==> src/rtl/fifo_word_packer.sv <==
// fifo_word_packer: drains a byte FIFO through its rd/empty port, packs bytes
// little-endian into 32-bit words and offers each word on a valid/ready port
// with a byte count. Partial words leave on flush or after TIMEOUT idle cycles.
//
// Handshake: m_valid rises only in EMIT and stays high, with m_data/m_bytes
// frozen, until the cycle in which m_ready is also high; that cycle is the
// transfer and the packer returns to FILL on the following edge.
module fifo_word_packer #(
    parameter int TIMEOUT = 16
) (
    input  logic        clk,
    input  logic        reset,
    input  logic        fifo_empty,
    input  logic [7:0]  fifo_data,
    output logic        fifo_rd,
    input  logic        flush,
    output logic        m_valid,
    input  logic        m_ready,
    output logic [31:0] m_data,
    output logic [2:0]  m_bytes,
    output logic [1:0]  state_dbg
);

    // Idle counter only needs to reach TIMEOUT-1.
    localparam int IW = (TIMEOUT > 1) ? $clog2(TIMEOUT) : 1;
    localparam logic [IW-1:0] IDLE_LAST = IW'((TIMEOUT > 0) ? TIMEOUT - 1 : 0);

    typedef enum logic [1:0] {
        FILL = 2'd0,
        CAPT = 2'd1,
        EMIT = 2'd2
    } state_t;

    state_t        state;
    state_t        state_next;
    logic [2:0]    byte_cnt;
    logic [2:0]    byte_cnt_next;
    logic [IW-1:0] idle_cnt;
    logic [IW-1:0] idle_next;
    logic [31:0]   word;
    logic [31:0]   word_next;

    logic has_bytes;
    logic flush_go;

    assign has_bytes = (byte_cnt != 3'd0);
    // Flush only matters when there is something to emit; it wins over a read.
    assign flush_go  = flush && has_bytes;

    // State and datapath registers; reset drops any partial word.
    always_ff @(posedge clk) begin
        if (reset) begin
            state    <= FILL;
            byte_cnt <= 3'd0;
            idle_cnt <= '0;
            word     <= 32'd0;
        end else begin
            state    <= state_next;
            byte_cnt <= byte_cnt_next;
            idle_cnt <= idle_next;
            word     <= word_next;
        end
    end

    // Next-state and datapath updates.
    always_comb begin
        state_next    = state;
        byte_cnt_next = byte_cnt;
        idle_next     = idle_cnt;
        word_next     = word;
        case (state)
            FILL: begin
                if (flush_go) begin
                    state_next = EMIT;
                end else if (!fifo_empty) begin
                    state_next = CAPT;
                    idle_next  = '0;
                end else if (has_bytes && (TIMEOUT != 0)) begin
                    if (idle_cnt == IDLE_LAST) begin
                        state_next = EMIT;
                    end else begin
                        idle_next = idle_cnt + IW'(1);
                    end
                end else if (!has_bytes) begin
                    idle_next = '0;
                end
            end
            CAPT: begin
                // fifo_data is valid now, one cycle after the read strobe.
                word_next[{byte_cnt[1:0], 3'b000} +: 8] = fifo_data;
                byte_cnt_next = byte_cnt + 3'd1;
                state_next    = (byte_cnt == 3'd3) ? EMIT : FILL;
            end
            EMIT: begin
                if (m_ready) begin
                    word_next     = 32'd0;
                    byte_cnt_next = 3'd0;
                    idle_next     = '0;
                    state_next    = FILL;
                end
            end
            default: begin
                state_next = FILL;
            end
        endcase
    end

    // Outputs decoded from registered state; read strobe is a single-cycle pulse
    // because every read is followed by a CAPT cycle.
    always_comb begin
        fifo_rd   = (state == FILL) && !fifo_empty && !flush_go;
        m_valid   = (state == EMIT);
        m_data    = (state == EMIT) ? word : 32'd0;
        m_bytes   = (state == EMIT) ? byte_cnt : 3'd0;
        state_dbg = state;
    end

endmodule

==> config.mk <==
export PLATFORM = sky130hd
export DESIGN_NAME = fifo_word_packer
export DESIGN_NICKNAME = d
export VERILOG_FILES = /design/src/rtl/fifo_word_packer.sv
export SDC_FILE = /design/constraint.sdc
export NUM_CORES = 1
export LEC_CHECK = 0
export ABC_CLOCK_PERIOD_IN_PS = 3300
export CAP_MARGIN = 20
export CORE_ASPECT_RATIO = 0.7
export CORE_MARGIN = 2
export CORE_UTILIZATION = 26
export CTS_CLUSTER_SIZE = 12
export DETAILED_ROUTE_END_ITERATION = 7
export PLACE_DENSITY = 0.45
export SLEW_MARGIN = 20
export SYNTH_ARGS = -nofsm -noshare
export SYNTH_HDL_FRONTEND = slang
export SYNTH_SLANG_ARGS = --single-unit
==> constraint.sdc <==
create_clock -name clk -period 3.3 [get_ports clk]
set_clock_uncertainty 0.2 [all_clocks]
set_input_delay 0.495 -clock clk [delete_from_list [all_inputs] [get_ports clk]]
set_output_delay 0.495 -clock clk [all_outputs]
set_load 0.005 [all_outputs]
==> impl_metrics.json <==
{
  "status": "complete, no violations",
  "start_kind": "flop",
  "finalMaxSlewViolations": 0,
  "diodes": 0,
  "combPwrFrac": 0.162,
  "crit_family": "buffers and inverters",
  "synth_ff_type": "dfxtp_1",
  "die-area_um2": 8110,
  "clock_sink_count": 41,
  "yosys.area_share.simple": 0.266,
  "hold_path_end": "word[13]",
  "max_cap_violations": 0,
  "fin_crit_ps": 2870,
  "drcViolationCount": 0,
  "die_y_um": 76.0,
  "drt_pass1_iterations": 4,
  "drive_gt1_frac": 0.138,
  "io_buffers": 51,
  "cts_root_buf": "clkbuf_8",
  "clkTransAtPathRegs_ps": 80,
  "hold_slack_ps": 270,
  "r2r_slack_ps": 1100,
  "num_vias": 1612,
  "hp-class": "reg2reg",
  "synth_seq_cells": 41,
  "power_frac_seq": 0.478,
  "slowest_delay_ps": 510,
  "syn-num-nets": 222,
  "fp.dieW_um": 107,
  "cts_hold_buffers": 0,
  "final_antenna_net_count": 0,
  "synth_top_family_by_area": "simple AND/OR/NAND/NOR gates",
  "synthCells": 201,
  "synth_compound_area_frac": 0.214,
  "design.core.area_um2": 7220,
  "cts_buffer_depth": 2,
  "arrival_ps": 2180,
  "rows": 26,
  "synth_area_um2": 1920,
  "fmax_ghz": 0.348,
  "synth_largest_area_cell": "dfxtp_1",
  "totalWireLength_um": 5160,
  "antenna_found_initial": 0,
  "criticalPathCategory": "reg2out",
  "clockPowerShare": 0.360,
  "grt_pass1_vias": 1576,
  "initial_utilization": 0.266,
  "post_cts_buffers": 0,
  "vias_per_cell": 4.59,
  "instances_no_fill": 351,
  "end_kind": "primary output",
  "drt_iter0_drc": 61,
  "area_growth_pct": 36.8,
  "dp.cells": 344,
  "seq_area_frac_synth": 0.427,
  "swShare": 0.272,
  "synth_fa_ha_area_frac": 0.0520,
  "ys_types": 36,
  "rsz0062_at_grt": "false",
  "crit_required_ps": 2600,
  "r2r_end": "word[18]",
  "finalCritPeriodShare": 0.871,
  "relSlewSlack": 0.536,
  "tns_ps": 0,
  "synth_most_common_cell": "dfxtp_1",
  "pin_count": 52,
  "power_density_nw_per_um2": 418,
  "synth_area_leaders": "dfxtp_1 43%, and2_1 11%, a22o_2 7.3%",
  "dp_hpwl_um": 3630,
  "cts_tree": "done",
  "track_usage": 0.134,
  "nets": 274,
  "synth_common_cells": "41 x dfxtp_1, 33 x and2_1, 19 x nor2_1, 18 x a22oi_1, 14 x a22o_2",
  "synth_xor_area_frac": 0,
  "gp_congestion": 0.809,
  "ctsResizeCount": 0,
  "min_from": "word[13]",
  "timing.rr.start": "byte_cnt[0]",
  "whs_path_depth": 1,
  "slowest_stage": "clkdlybuf4s50_1",
  "cp_max_fo": 7,
  "syn_avg_cell_area_um2": 9.57,
  "path_cells": "inv_2 -> ha_1 -> nand2b_1 -> a211o_1 -> nor2_1 -> clkdlybuf4s50_1",
  "synth_edf_count": 0,
  "cts_made_buffers": 5,
  "tightest_slew_ps": 697,
  "grt_pass1_wl_um": 8460,
  "h-tree-depth": 2,
  "synth_top_area_frac": 0.427,
  "p_leak_uw": 0.000978,
  "path_buf_inv": 2,
  "yosysWarningCount": 0,
  "reg2reg_depth": 6,
  "wire_per_inst_um": 14.7,
  "setup_viol": 0,
  "grt_start_max_net_pins": 39,
  "vdd_ir_drop_max_v": 0.000152,
  "finalHoldViolations": 0,
  "insertion_delay_ps": 290,
  "p_int_uw": 802,
  "synth-async-reset-ratio": 0,
  "power_switching_uw": 299,
  "power_uw": 1100,
  "muxShareOfSynthArea": 0.00520,
  "overflow": 0
}
power groups by stage:
| stage | Sequential, uW | Clock, uW | Combinational (uW) |
|---|---|---|---|
| 3_5_place_dp | 538 | 0 | 182 |
| 6_report | 526 | 396 | 178 |
| 2_1_floorplan | 531 | 0 | 110 |
| 4_1_cts | 526 | 411 | 181 |
| 5_1_grt | 530 | 424 | 198 |
| 3_3_place_gp | 538 | 0 | 182 |
per-layer routing:
metal | track usage | wire, um | part of all wire | vias to the layer above
li1 | - | - | - | 818
met1 | 0.198 | 2730 | 0.53 | 761
met2 | 0.196 | 2220 | 0.43 | 31
met3 | 0.0301 | 166 | 0.032 | 2
met4 | 0.0351 | 37 | 0.0072 | 0
met5 | 0 | 0 | 0 | -
cell type report:
cell class                      instances  area (um^2)
Fill cell                             755         4590
Tap cell                               98          123
Clock inverter                          2         35.0
Sequential cell                        41          821
Inverter                                4         15.0
Clock buffer                            5         68.8
Timing Repair Buffer                   54          533
Multi-Input combinational cell        147         1040
per-stage QoR:
step | util | area (um^2) | setup slack (ps)
global placement | 0.350 | 2530 | 782
finish | 0.364 | 2630 | 426
floorplan | - | 1920 | 1340
detailed placement | 0.350 | 2530 | 735
global route | 0.364 | 2630 | 284
CTS | 0.364 | 2630 | 405
worst reg2reg max path: cells and delay by family (launching register included):
kind | cells | cell delay (ps)
AOI/OAI and AO/OA | 1 | 170
adders and majority gates | 1 | 440
buffers and inverters | 1 | 140
DFF | 1 | 560
and+or+nand+nor | 3 | 620
state kept, by name (all words and copies together) (netlist names):
| signal | cells |
|---|---|
| state_dbg | 2 |
| idle_cnt | 4 |
| byte_cnt | 3 |
| word | 32 |
worst max path at each step:
stage	from	endpoint	cells after the start
floorplan	byte_cnt[0]	fifo_rd	5
global placement	byte_cnt[0]	fifo_rd	6
detailed placement	byte_cnt[0]	fifo_rd	6
CTS	byte_cnt[0]	fifo_rd	6
global route	byte_cnt[0]	fifo_rd	6
finish	byte_cnt[0]	fifo_rd	6
cell usage in the layout (no fill, tap or decap), types with 2 or more instances in the layout:
cell type        netlist  final
and3_1                 2      2
ha_1                   8      8
clkdlybuf4s50_1        0     51
nor2_1                19     19
nand2b_1               3      3
a21oi_1                8      8
a22o_1                 2      2
nor3_1                 6      6
nor2b_1                4      3
a22oi_1               18     18
buf_4                  1      3
a22o_2                14     14
inv_1                  3      3
a22oi_2                2      2
nand2_1               11     11
dfxtp_1               41     41
and2_1                33     33
o21ai_0                2      2
clkbuf_8               0      5
logic make-up (layout without fill, tap and decap cells):
kind of cell             after synthesis  after routing
AO/OA/AOI/OAI                         51             51
flip-flops                            41             41
adder cells (fa/ha/maj)                8              8
buffers and inverters                 13             65
multiplexers                           1              1
AND/OR/NAND/NOR                       87             87
Power figures use the tool's default switching activity.
